$ cat config.mk
export PLATFORM = sky130hd
export DESIGN_NAME = robertsons_controller
export DESIGN_NICKNAME = d
export VERILOG_FILES = /design/src/rtl/robertsons_controller.sv
export SDC_FILE = /design/constraint.sdc
export NUM_CORES = 1
export LEC_CHECK = 0
export ABC_AREA = 1
export ABC_CLOCK_PERIOD_IN_PS = 1550
export BUFFER_PORTS_ARGS = -buffer_cell sky130_fd_sc_hd__buf_2
export CORE_AREA = 2 2 39 41
export CTS_CLUSTER_DIAMETER = 40
export DETAILED_ROUTE_END_ITERATION = 8
export DIE_AREA = 0 0 41 43
export SKIP_CTS_REPAIR_TIMING = 1
export SYNTH_ARGS = -nofsm -noshare
export SYNTH_HDL_FRONTEND = slang
export SYNTH_SLANG_ARGS = --single-unit
$ cat constraint.sdc
create_clock -name clk -period 1.55 [get_ports clk]
set_input_delay 0.0775 -clock clk [delete_from_list [all_inputs] [get_ports clk]]
set_output_delay 0.0775 -clock clk [all_outputs]
set_load 0.01 [all_outputs]
$ cat src/rtl/robertsons_controller.sv
// Sequencing FSM for the Robertson signed multiplier datapath.
// Optional `ROBERTSONS_FUSED_SHIFT_EN: shift zero bits directly from TEST.
module robertsons_controller #(
  parameter int WIDTH = 16,
  parameter int CNT_W = 6
) (
  input  logic             clk,
  input  logic             reset,
  input  logic             start,
  input  logic             q0,
  output logic             load,
  output logic             add,
  output logic             sub,
  output logic             shift_en,
  output logic             shift_mode,
  output logic             busy,
  output logic             done,
  output logic [CNT_W-1:0] iter
);

  if (WIDTH < 2 || WIDTH > 64 || (2 ** CNT_W) <= WIDTH) begin : g_bad_cfg
    $error("robertsons_controller: illegal WIDTH/CNT_W");
  end

  typedef enum logic [2:0] {
    S_IDLE,
    S_LOAD,
    S_TEST,
    S_ARITH,
    S_SHIFT,
    S_DONE
  } state_t;

  localparam logic [CNT_W-1:0] LAST = CNT_W'(WIDTH - 1);

  state_t           state_q, state_d;
  logic [CNT_W-1:0] iter_q, iter_d;

  always_ff @(posedge clk) begin
    if (reset) begin
      state_q <= S_IDLE;
      iter_q  <= '0;
    end else begin
      state_q <= state_d;
      iter_q  <= iter_d;
    end
  end

  always_comb begin
    state_d    = state_q;
    iter_d     = iter_q;
    load       = 1'b0;
    add        = 1'b0;
    sub        = 1'b0;
    shift_en   = 1'b0;
    shift_mode = 1'b0;
    busy       = 1'b1;
    done       = 1'b0;
    unique case (state_q)
      S_IDLE: begin
        busy = 1'b0;
        if (start) begin
          state_d = S_LOAD;
          iter_d  = '0;
        end
      end
      S_LOAD: begin
        load    = 1'b1;
        state_d = S_TEST;
      end
      S_TEST: begin
        if (q0) begin
          state_d = S_ARITH;
        end else begin
`ifdef ROBERTSONS_FUSED_SHIFT_EN
          shift_en = 1'b1;
          iter_d   = iter_q + CNT_W'(1);
          state_d  = (iter_q == LAST) ? S_DONE : S_TEST;
`else
          state_d = S_SHIFT;
`endif
        end
      end
      S_ARITH: begin
        // Final iteration weighs the sign bit negatively.
        add     = (iter_q != LAST);
        sub     = (iter_q == LAST);
        state_d = S_SHIFT;
      end
      S_SHIFT: begin
        shift_en = 1'b1;
        iter_d   = iter_q + CNT_W'(1);
        state_d  = (iter_q == LAST) ? S_DONE : S_TEST;
      end
      S_DONE: begin
        done    = 1'b1;
        state_d = S_IDLE;
      end
      default: begin
        busy    = 1'b0;
        state_d = S_IDLE;
      end
    endcase
    // Strobes stay quiet while reset is held, even mid-operation.
    if (reset) begin
      load     = 1'b0;
      add      = 1'b0;
      sub      = 1'b0;
      shift_en = 1'b0;
      busy     = 1'b0;
      done     = 1'b0;
    end
  end

  assign iter = iter_q;

endmodule

# Word level (Yosys, flattened, before mapping)
# Cells that the tools add are included.
# W data, S select, Z words.
# op_classes
eq_ne,8
add_sub_neg,1
reduce_logical,4
muxes,18
# op_table
op,count
$pmux W3 S5,1
$mux W1,12
$pmux W6 S2,1
$mux W3,3
$add A6 B1 Y6 const B,1
$eq A3 B2 Y1 const B,2
$eq A3 B3 Y1 const B,2
$eq A6 B4 Y1 const B,1
$mux W6,1
$ne A6 B4 Y1 const B,1
$reduce_or A5 Y1,1
$eq A3 B1 Y1 const B,1
$logic_not A3 Y1,1
$ne A2 B2 Y1 const B,1
$reduce_and A2 Y1,1
$reduce_bool A2 Y1,1
# word_totals
output_inout_bits,13
input_bits,4
wordCells,33
regBits,9

# Logic depth before layout (Yosys ltp)
# Gate-level depths: netlist of the first run.
# depth
word_depth,4
mapped_depth,6
mapped_depth_nobuf,6

# Least setup slack after synthesis of the first run
# No wires, ideal clock.
# synth_timing
path_type,reg-to-reg
start,register iter_q[0] (netlist: iter[0])
end,register state_q[0]
path_stages_with_launch,6
setup_time_ns,0.070
period_less_slack_ns,1.164
slack_ns,0.386
required_ns,1.480
arrival_ns,1.094
n_path_buf,0
cell_sequence,dfxtp_1 -> ha_1 -> nand3_1 -> nor2_1 -> nand2_1 -> a21oi_1
# synth_between
elab_chain_len,3
# synth_rtl
element,line_no,text
from (decl),37,"logic [CNT_W-1:0] iter_q, iter_d;"
from (signal assigned),45,iter_q <= iter_d;
$eq A6 B4 Y1,93,state_d = (iter_q == LAST) ? S_DONE : S_TEST;
$mux W3,93,
$pmux W3 S5,59,unique case (state_q)
to (signal assigned),44,state_q <= state_d;
to (decl),36,"state_t state_q, state_d;"
# Every way passes these cells.
# A chain may end at the register's enable or synchronous reset.

# Worst setup path after layout of the first run
# layout_timing
start,register iter_q[0] (netlist: iter[0])
end,output add
# layout_between
elab_chain_len,3
# layout_rtl
element,line_no,text
$ne A6 B4 Y1,86,add = (iter_q != LAST);
$mux W1,59,
$mux W1,105,if (reset) begin
to (decl),12,"output logic add,"
# Every way passes these cells.

==> metrics.txt, run 1 <==
run status=finished clean; overall routed net length=~1200 um; cells on worst reg2reg path=5; sum of overflow across all layers after global routing=0; placeable core region=between 0.001 and 0.0015 mm2; hold-critical path depth=2; critical path data required time=about 1.5 ns; final worst clock skew=~0.0018 ns; end of the worst register-to-register path=state_q[0]; largest net degree at the start of global routing=9; final-layout setup total negative slack=0 ns; Horiz. Die Dim=between 40 and 50 um; row count=14; Internal Power=between 0.4 and 0.5 mW; clock slew at the register clock pins of the worst setup and hold paths=roughly 0.060 ns; number of buffers on the longest clock path=2; initial cell density of the core=0.380; max-cap violation count=0; Max Clock Freq=slightly above 700 MHz; share of power burned in registers=0.389; most frequent standard cell in the layout excluding fill and tap cells=nand2_1; Critical Path Sink Type=primary output; post-synthesis area per instance=6.18 um2; count of state elements after synthesis=9; Syn Std Cell Area=approximately 530 um2; n_diodes=0; final-layout fill cell count=between 150 and 200; number of setup violations in the final report=0; number of sinks driven by the clock tree=9; total number of nets in the final design=between 100 and 150; clock buffer count from CTS=3; Worst Hold Launch=reset; Fin. Hold Viols=0; Sequential cell area=between 150 and 200 um2; share of the cycle needed by the critical path after routing=0.910; cell-by-cell listing of the critical path=ha_1, nand3_2, nor2_1, nor2_1, buf_2; overall track demand over capacity in global routing=0.169; average wire per cell in the routed design=roughly 10 um; I/O Pins=17; Sw Share=0.385; CTS Root Buffer Type=clkbuf_4; portion of the post-synthesis area used by sequential elements=0.343; endpoint arrival time on the critical path=1.33 ns; DRC violation count after routing=0; Tmin final=approximately 1.4 ns; path type of the worst min-delay path=input pin to register; reg-to-reg setup timing slack=approximately 0.4 ns; power share of the combinational group=0.376; Synth Instances=85; DRT iter0 DRCs=5; fraction of final layout cells with drive strength greater than 1=0.250; net switching power of the design=0.288 mW; leakage power summed over all cells=~0.34 nW; largest area contributor in the synthesized netlist=dfxtp_1; Critical Path Slowest Stage Cell=dfxtp_2; placer congestion estimate=approximately 0.75; IR Drop Worst-Case VDD=approximately 0.00046 V; area of the multi-input gates=~310 um2; Port Buffer Count=15; power consumption=~0.75 mW; cells taking the most area after synthesis=dfxtp_1 (34%), nand2_1 (20%), nor2_1 (7.9%); synthesized netlist net count=90; clock share of power=0.235; post-detailed-route via-to-cell ratio=around 4.8; Worst-Skew Late Latency=around 0.25 ns; post-DP HPWL=933 um; delay of the slowest critical-path stage=0.38 ns; Initial DRT Pass Iterations=4; RSZ-0062 raised after global routing=no; antenna violations before repair=0; overall die height=roughly 43 um; routed via count=between 500 and 600; Synth-to-Final Area Change=24.5%; Worst setup SP type=register; top fanout value on the critical path=7; Post-DRT Antenna Nets=0; first-pass GRT wire length=2010 um; power per standard cell area=between 1000 and 1500 mW/mm2; share of Yosys cell area claimed by the top area cell type=0.343; source of the worst register-to-register timing path=iter[0]; CP most frequent cell=nor2_1; destination of the worst hold path=state_q[2]; type of the setup path with the least slack=register to primary output; via count of the first global-routing pass=between 400 and 500; pins over their slew limit=0; commonest cells after routing, fill and taps aside=nand2_1 (28), buf_2 (15), nor2_1 (11); synthesis warning total=0; CTS tree=done; level count of the clock H-tree=1; unique cell type count in the Yosys netlist=17; floorplan die area=approximately 0.0018 mm2
==> power by group through the flow <==
stage          registers, mW  clock network [mW]  logic (mW)
4_1_cts                0.290               0.181       0.284
3_3_place_gp           0.295                   0       0.286
2_1_floorplan          0.288                   0       0.204
5_1_grt                0.293               0.201       0.321
3_5_place_dp           0.295                   0       0.283
6_report               0.291               0.175       0.281
==> critical path, delay by kind of cell (launching register included) <==
kind	cells	cell delay [ns]
adders and majority gates	1	0.22
buffers and inverters	1	0.13
DFF	1	0.38
and+or+nand+nor	3	0.35
==> flip-flops by register name, summed over array words and instances (netlist names) <==
signal / count
state_q: 3
iter: 6
==> how the worst max path moves through the flow <==
stage,start,end,slack (ns),cells past startpoint
global route,iter[0],sub,0.005,6
global placement,iter[0],sub,0.35,6
detailed placement,iter[0],sub,0.33,6
CTS,iter[0],sub,0.04,6
floorplan,iter[0],state_q[0],0.39,5
finish,iter[0],add,0.14,5
==> cells by family (layout without fill, tap and decap cells) <==
kind of cell               count (synthesis)  after routing  synth area share
and+or+nand+nor                           52             52             0.429
buffers and inverters                     11             30            0.0857
AOI/OAI and AO/OA                         10             10            0.0952
DFF                                        9              9             0.343
adders and majority gates                  1              1            0.0238
other                                      1              1           0.00714
xor gates and xnor gates                   1              1            0.0167
==> metal layers <==
metal	global-route usage	share of wire	up-vias
li1	-	-	307
met1	0.212	0.47	252
met2	0.256	0.45	17
met3	0.0471	0.068	2
met4	0.0800	0.0098	0
met5	0	0	-
==> per-stage QoR <==
| step | instance area [um2] | worst slack, ns | util | hold slack [ns] | std cells |
|---|---|---|---|---|---|
| 2_1_floorplan | 526 | 0.386 | - | 0.147 | 85 |
| 3_3_place_gp | 621 | 0.351 | 0.448 | 0.362 | 116 |
| 3_5_place_dp | 621 | 0.326 | 0.448 | 0.363 | 116 |
| 4_1_cts | 647 | 0.0429 | 0.467 | 0.0934 | 120 |
| 5_1_grt | 654 | 0.00511 | 0.473 | 0.0997 | 120 |
| 6_report | 654 | 0.140 | 0.473 | 0.0987 | 120 |
==> layout make-up <==
| class | count | share of cell area |
|---|---|---|
| multi-input cells | 65 | 0.467 |
| flip-flops and latches | 9 | 0.279 |
| repair buffers | 16 | 0.126 |
| inverters | 10 | 0.0574 |
| clock buffers | 4 | 0.0402 |
| well taps | 16 | 0.0306 |
==> synth_stat cells <==
master	number
nand2_1	28
nor2_1	11
dfxtp_1	9
inv_1	9
nand3_1	8
a21oi_1	6
o21ai_0	3
nor3_1	2
buf_4	1
conb_1	1
ha_1	1
inv_2	1
nand2_2	1
nor2_2	1
nor3_4	1
o21ai_1	1
xnor2_1	1
(Power assumes the default switching activity.)
==> inputs of run 2 (changes only) <==
--- a/config.mk
+++ b/config.mk
@@ -6,12 +6,14 @@
 export NUM_CORES = 1
 export LEC_CHECK = 0
 export ABC_AREA = 1
-export ABC_CLOCK_PERIOD_IN_PS = 1550
+export ABC_CLOCK_PERIOD_IN_PS = 1170
 export BUFFER_PORTS_ARGS = -buffer_cell sky130_fd_sc_hd__buf_2
 export CORE_AREA = 2 2 39 41
 export CTS_CLUSTER_DIAMETER = 40
 export DETAILED_ROUTE_END_ITERATION = 8
 export DIE_AREA = 0 0 41 43
+export PLACE_DENSITY = 0.67
+export REMOVE_ABC_BUFFERS = 1
 export SKIP_CTS_REPAIR_TIMING = 1
 export SYNTH_ARGS = -nofsm -noshare
 export SYNTH_HDL_FRONTEND = slang
==> constraint.sdc (replaced) <==
create_clock -name clk -period 1.17 [get_ports clk]
set_input_delay 0.0585 -clock clk [delete_from_list [all_inputs] [get_ports clk]]
set_output_delay 0.0585 -clock clk [all_outputs]
set_load 0.01 [all_outputs]
==> metrics.txt, run 2 (same netlist as run 1, synthesis figures left out) <==
run status=finished with violations (was finished clean); failing checks=negative setup slack; post-route worst setup slack=-0.0775 ns (was 0.140 ns); worst hold-check slack=0.0662 ns (was 0.0987 ns); antenna violations before repair=0 (unchanged); max-cap violation count=0 (unchanged); source of the worst register-to-register timing path=state_q[2] (was iter[0]); path type of the worst min-delay path=input pin to register (unchanged); largest net degree at the start of global routing=9 (unchanged); initial cell density of the core=0.380 (unchanged); Max Clock Freq=approximately 800 MHz; final cell area excluding filler cells=759 um2 (was 654 um2); overall routed net length=1390 um (was 1220 um); number of setup violations in the final report=4 (was 0); CTS tree=done (unchanged); Horiz. Die Dim=41 um (unchanged); minimum setup slack after placement=0.0601 ns (was 0.326 ns); Tmin final=1.25 ns; most frequent standard cell in the layout excluding fill and tap cells=nand2_1 (unchanged); Port Buffer Count=15 (unchanged); post-detailed-route via-to-cell ratio=4.89 (was 4.82); hold-critical path depth=2 (unchanged); Worst-Skew Late Latency=0.26 ns (was 0.25 ns); overall die height=43 um (unchanged); Post-DRT Antenna Nets=0 (unchanged); share of the cycle needed by the critical path after routing=1.07; clock buffer count from CTS=3 (unchanged); average wire per cell in the routed design=10.9 um (was 10.2 um); placer congestion estimate=0.716 (was 0.754); endpoint arrival time on the critical path=1.19 ns (was 1.33 ns); RSZ-0062 raised after global routing=yes (was no); first-pass GRT wire length=2040 um (was 2010 um); power per standard cell area=1450 mW/mm2 (was 1140 mW/mm2); sum of overflow across all layers after global routing=0 (unchanged); I/O Pins=17 (unchanged); type of the setup path with the least slack=register to primary output (unchanged); placeable core region=0.00138 mm2 (unchanged); row count=14 (unchanged); top fanout value on the critical path=3 (was 7); DRT iter0 DRCs=5 (unchanged); Worst Hold Launch=reset (unchanged); total number of nets in the final design=118 (was 110); critical path data required time=1.11 ns (was 1.47 ns); Worst setup SP type=register (unchanged); IR Drop Worst-Case VDD=0.000763 V (was 0.000465 V); final worst clock skew=0.00522 ns (was 0.00184 ns); cells on worst reg2reg path=5 (unchanged); number of flip-flops in the largest register=6 (unchanged); via count of the first global-routing pass=509 (was 493); post-DP HPWL=943 um (was 933 um); Fin. Hold Viols=0 (unchanged); leakage power summed over all cells=0.374 nW (was 0.340 nW); number of buffers on the longest clock path=2 (unchanged); number of sinks driven by the clock tree=9 (unchanged); Critical Path Sink Type=primary output (unchanged); cell area after placement=636 um2 (was 621 um2); overall track demand over capacity in global routing=0.167 (was 0.169); CTS Root Buffer Type=clkbuf_4 (unchanged); commonest cells after routing, fill and taps aside=nand2_1 (26), buf_2 (15), nor2_1 (10) (was nand2_1 (28), buf_2 (15), nor2_1 (11)); level count of the clock H-tree=1 (unchanged); post-layout util=0.549 (was 0.473); launching element of the worst setup path=iter[1] (was iter[0]); pins over their slew limit=0 (unchanged); fraction of final layout cells with drive strength greater than 1=0.411 (was 0.250); clock slew at the register clock pins of the worst setup and hold paths=0.07 ns (was 0.06 ns); Synth-to-Final Area Change=44.5% (was 24.5%); DRC violation count after routing=0 (unchanged); floorplan die area=0.00176 mm2 (unchanged); Initial DRT Pass Iterations=4 (unchanged); routed via count=626 (was 578); n_diodes=0 (unchanged)
run 2: metal layers:
| metal | GRT usage | part of all wire | vias up |
|---|---|---|---|
| li1 | - | - | 321 |
| met2 | 0.269 | 0.51 | 19 |
| met3 | 0.0524 | 0.060 | 2 |
| met4 | 0.0400 | 0.0036 | 0 |
| met1 | 0.208 | 0.42 | 284 |
| met5 | 0 | 0 | - |
run 2: worst max-delay path, cell delays in order (launching register included):
cell	delay, ns
dfxtp_2	0.36
ha_4	0.16
nand3_4	0.09
inv_2	0.06
nand2_2	0.04
nor2_1	0.08
buf_2	0.13
run 2: area by class of cell:
cell class                      count  area, um2
Timing Repair Buffer               24        143
Multi-Input combinational cell     65        338
Tap cell                           16       20.0
Fill cell                         137        624
Clock buffer                        4       26.3
Sequential cell                     9        190
Inverter                           10       42.5
run 2: final timing paths:
path	to	slack, ns
setup / recovery	sub	-0.08
hold / removal	state_q[1]	0.07
setup reg to reg	state_q[2]	0.08
hold reg to reg	iter[5]	0.53
run 2: report_power, final:
part	total, mW	internal, mW	switching [mW]
clock network	0.246	0.132	0.114
logic	0.463	0.187	0.276
registers	0.394	0.352	0.0418
run 2: stage by stage:
step                      power (mW)  std cells  TNS, ns
final                           1.10        128   -0.243
after global routing            1.18        128   -0.565
after CTS                       1.02        122   -0.596
after detailed placement       0.773        118        0
after global placement         0.771        118        0
after floorplan                0.650         84        0
==> inputs of run 3 (changes only) <==
--- a/config.mk
+++ b/config.mk
@@ -13,6 +13,7 @@
 export DETAILED_ROUTE_END_ITERATION = 8
 export DIE_AREA = 0 0 41 43
 export PLACE_DENSITY = 0.67
+export RECOVER_POWER = 50
 export REMOVE_ABC_BUFFERS = 1
 export SKIP_CTS_REPAIR_TIMING = 1
 export SYNTH_ARGS = -nofsm -noshare
==> constraint.sdc (replaced) <==
create_clock -name clk -period 1.17 [get_ports clk]
set_input_delay 0.234 -clock clk [delete_from_list [all_inputs] [get_ports clk]]
set_output_delay 0.234 -clock clk [all_outputs]
set_load 0.01 [all_outputs]
==> metrics.txt, run 3 (same netlist as run 1, synthesis figures left out) <==
routed via count=642 (was 626); DRC violation count after routing=0 (unchanged); final-layout fill cell count=134 (was 137); via count of the first global-routing pass=543 (was 509); power per standard cell area=1430 mW/mm2 (was 1450 mW/mm2); Initial DRT Pass Iterations=4 (unchanged); post-detailed-route via-to-cell ratio=4.79 (was 4.89); Synth-to-Final Area Change=65.5% (was 44.5%); number of setup violations in the final report=8 (was 4); I/O Pins=17 (unchanged); Fin. Hold Viols=0 (unchanged); overall track demand over capacity in global routing=0.192 (was 0.167); final worst clock skew=0.00203 ns (was 0.00522 ns); share of power burned in registers=0.329 (was 0.357); power share of the combinational group=0.472 (was 0.420); floorplan die area=0.00176 mm2 (unchanged); share of the cycle needed by the critical path after routing=1.23 (was 1.07); placeable core region=0.00138 mm2 (unchanged); overall die height=43 um (unchanged); worst hold-check slack=0.256 ns (was 0.0662 ns); row count=14 (unchanged); cell area after placement=696 um2 (was 636 um2); level count of the clock H-tree=1 (unchanged); clock slew at the register clock pins of the worst setup and hold paths=0.06 ns (was 0.07 ns); CTS tree=done (unchanged); Port Buffer Count=15 (unchanged); max-cap violation count=0 (unchanged); critical path data required time=0.94 ns (was 1.11 ns); initial cell density of the core=0.380 (unchanged); Tmin final=1.44 ns (was 1.25 ns); placer congestion estimate=0.720 (was 0.716); Sw Share=0.410 (was 0.392); number of flip-flops in the largest register=6 (unchanged); pins over their slew limit=0 (unchanged); endpoint arrival time on the critical path=1.21 ns (was 1.19 ns); power consumption=1.25 mW (was 1.10 mW); commonest cells after routing, fill and taps aside=nand2_1 (23), buf_2 (14), buf_4 (11) (was nand2_1 (26), buf_2 (15), nor2_1 (10)); leakage power summed over all cells=0.422 nW (was 0.374 nW); CTS Root Buffer Type=clkbuf_4 (unchanged); clock buffer count from CTS=3 (unchanged); RSZ-0062 raised after global routing=yes (unchanged); Worst-Skew Late Latency=0.27 ns (was 0.26 ns); average wire per cell in the routed design=11.5 um (was 10.9 um); total number of nets in the final design=124 (was 118); first-pass GRT wire length=2220 um (was 2040 um); n_diodes=0 (unchanged); sum of overflow across all layers after global routing=0 (unchanged); Worst setup SP type=register (unchanged); path type of the worst min-delay path=input pin to register (unchanged); post-route worst setup slack=-0.272 ns (was -0.0775 ns); net switching power of the design=0.512 mW (was 0.432 mW); DRT iter0 DRCs=7 (was 5); reg-to-reg setup timing slack=-0.03 ns (was 0.08 ns); overall routed net length=1540 um (was 1390 um); number of buffers on the longest clock path=2 (unchanged); largest net degree at the start of global routing=8 (was 9); type of the setup path with the least slack=register to primary output (unchanged); Internal Power=0.736 mW (was 0.671 mW); antenna violations before repair=0 (unchanged); post-layout util=0.628 (was 0.549); Horiz. Die Dim=41 um (unchanged); clock share of power=0.199 (was 0.223); run status=finished with violations (unchanged); IR Drop Worst-Case VDD=0.000679 V (was 0.000763 V); top fanout value on the critical path=3 (unchanged); minimum setup slack after placement=-0.0250 ns (was 0.0601 ns); most frequent standard cell in the layout excluding fill and tap cells=nand2_1 (unchanged); Critical Path Sink Type=primary output (unchanged); failing checks=negative setup slack (unchanged); number of sinks driven by the clock tree=9 (unchanged); final cell area excluding filler cells=870 um2 (was 759 um2); fraction of final layout cells with drive strength greater than 1=0.508 (was 0.411); Post-DRT Antenna Nets=0 (unchanged); Max Clock Freq=694 MHz (was 802 MHz); post-DP HPWL=1030 um (was 943 um)
==> run 3: changes by cell type in the layout (fill, tap and decap cells not counted), sizes merged <==
cell / before / now
buf: 24 / 29
clkbuf: 4 / 5
==> run 3: final timing paths <==
kind / start / to / cells after the start
min: reset / state_q[1] / 2
max: iter[1] / sub / 6
max reg2reg: iter[1] / iter[4] / 7
min reg2reg: iter[5] / iter[5] / 2
==> run 3: layout make-up <==
type,count,area [um2],share of cell area
clock buffer,4,26.3,0.0302
inverter,10,42.5,0.0489
multi-input combinational,65,384,0.442
sequential,9,194,0.223
tap,16,20.0,0.0230
timing repair buffer,30,203,0.233
==> run 3: stage by stage <==
stage	cells	TNS, ns
finish	134	-1.25
global route	134	-1.73
CTS	130	-1.45
detailed placement	126	-0.0431
global placement	126	-0.00441
floorplan	84	-0.213
==> run 3: routing by layer <==
| metal | track usage | vias up | wire length, um | part of all wire |
|---|---|---|---|---|
| li1 | - | 334 | - | - |
| met1 | 0.218 | 289 | 633 | 0.41 |
| met2 | 0.294 | 15 | 797 | 0.52 |
| met3 | 0.0628 | 4 | 71 | 0.046 |
| met4 | 0.120 | 0 | 36 | 0.023 |
| met5 | 0 | - | 0 | 0 |
==> run 3: critical path, cell delays in order, from the launching register on <==
cell	delay, ns
dfxtp_2	0.37
ha_4	0.16
nand3_4	0.10
inv_2	0.06
nand2_2	0.04
nor2_1	0.08
buf_2	0.13
==> run 3: power groups by stage <==
| stage | registers [mW] | clock network (mW) | logic, mW |
|---|---|---|---|
| detailed placement | 0.385 | 0 | 0.404 |
| global route | 0.415 | 0.277 | 0.648 |
| finish | 0.411 | 0.248 | 0.589 |
| floorplan | 0.382 | 0 | 0.268 |
| CTS | 0.378 | 0.254 | 0.406 |
| global placement | 0.382 | 0 | 0.398 |
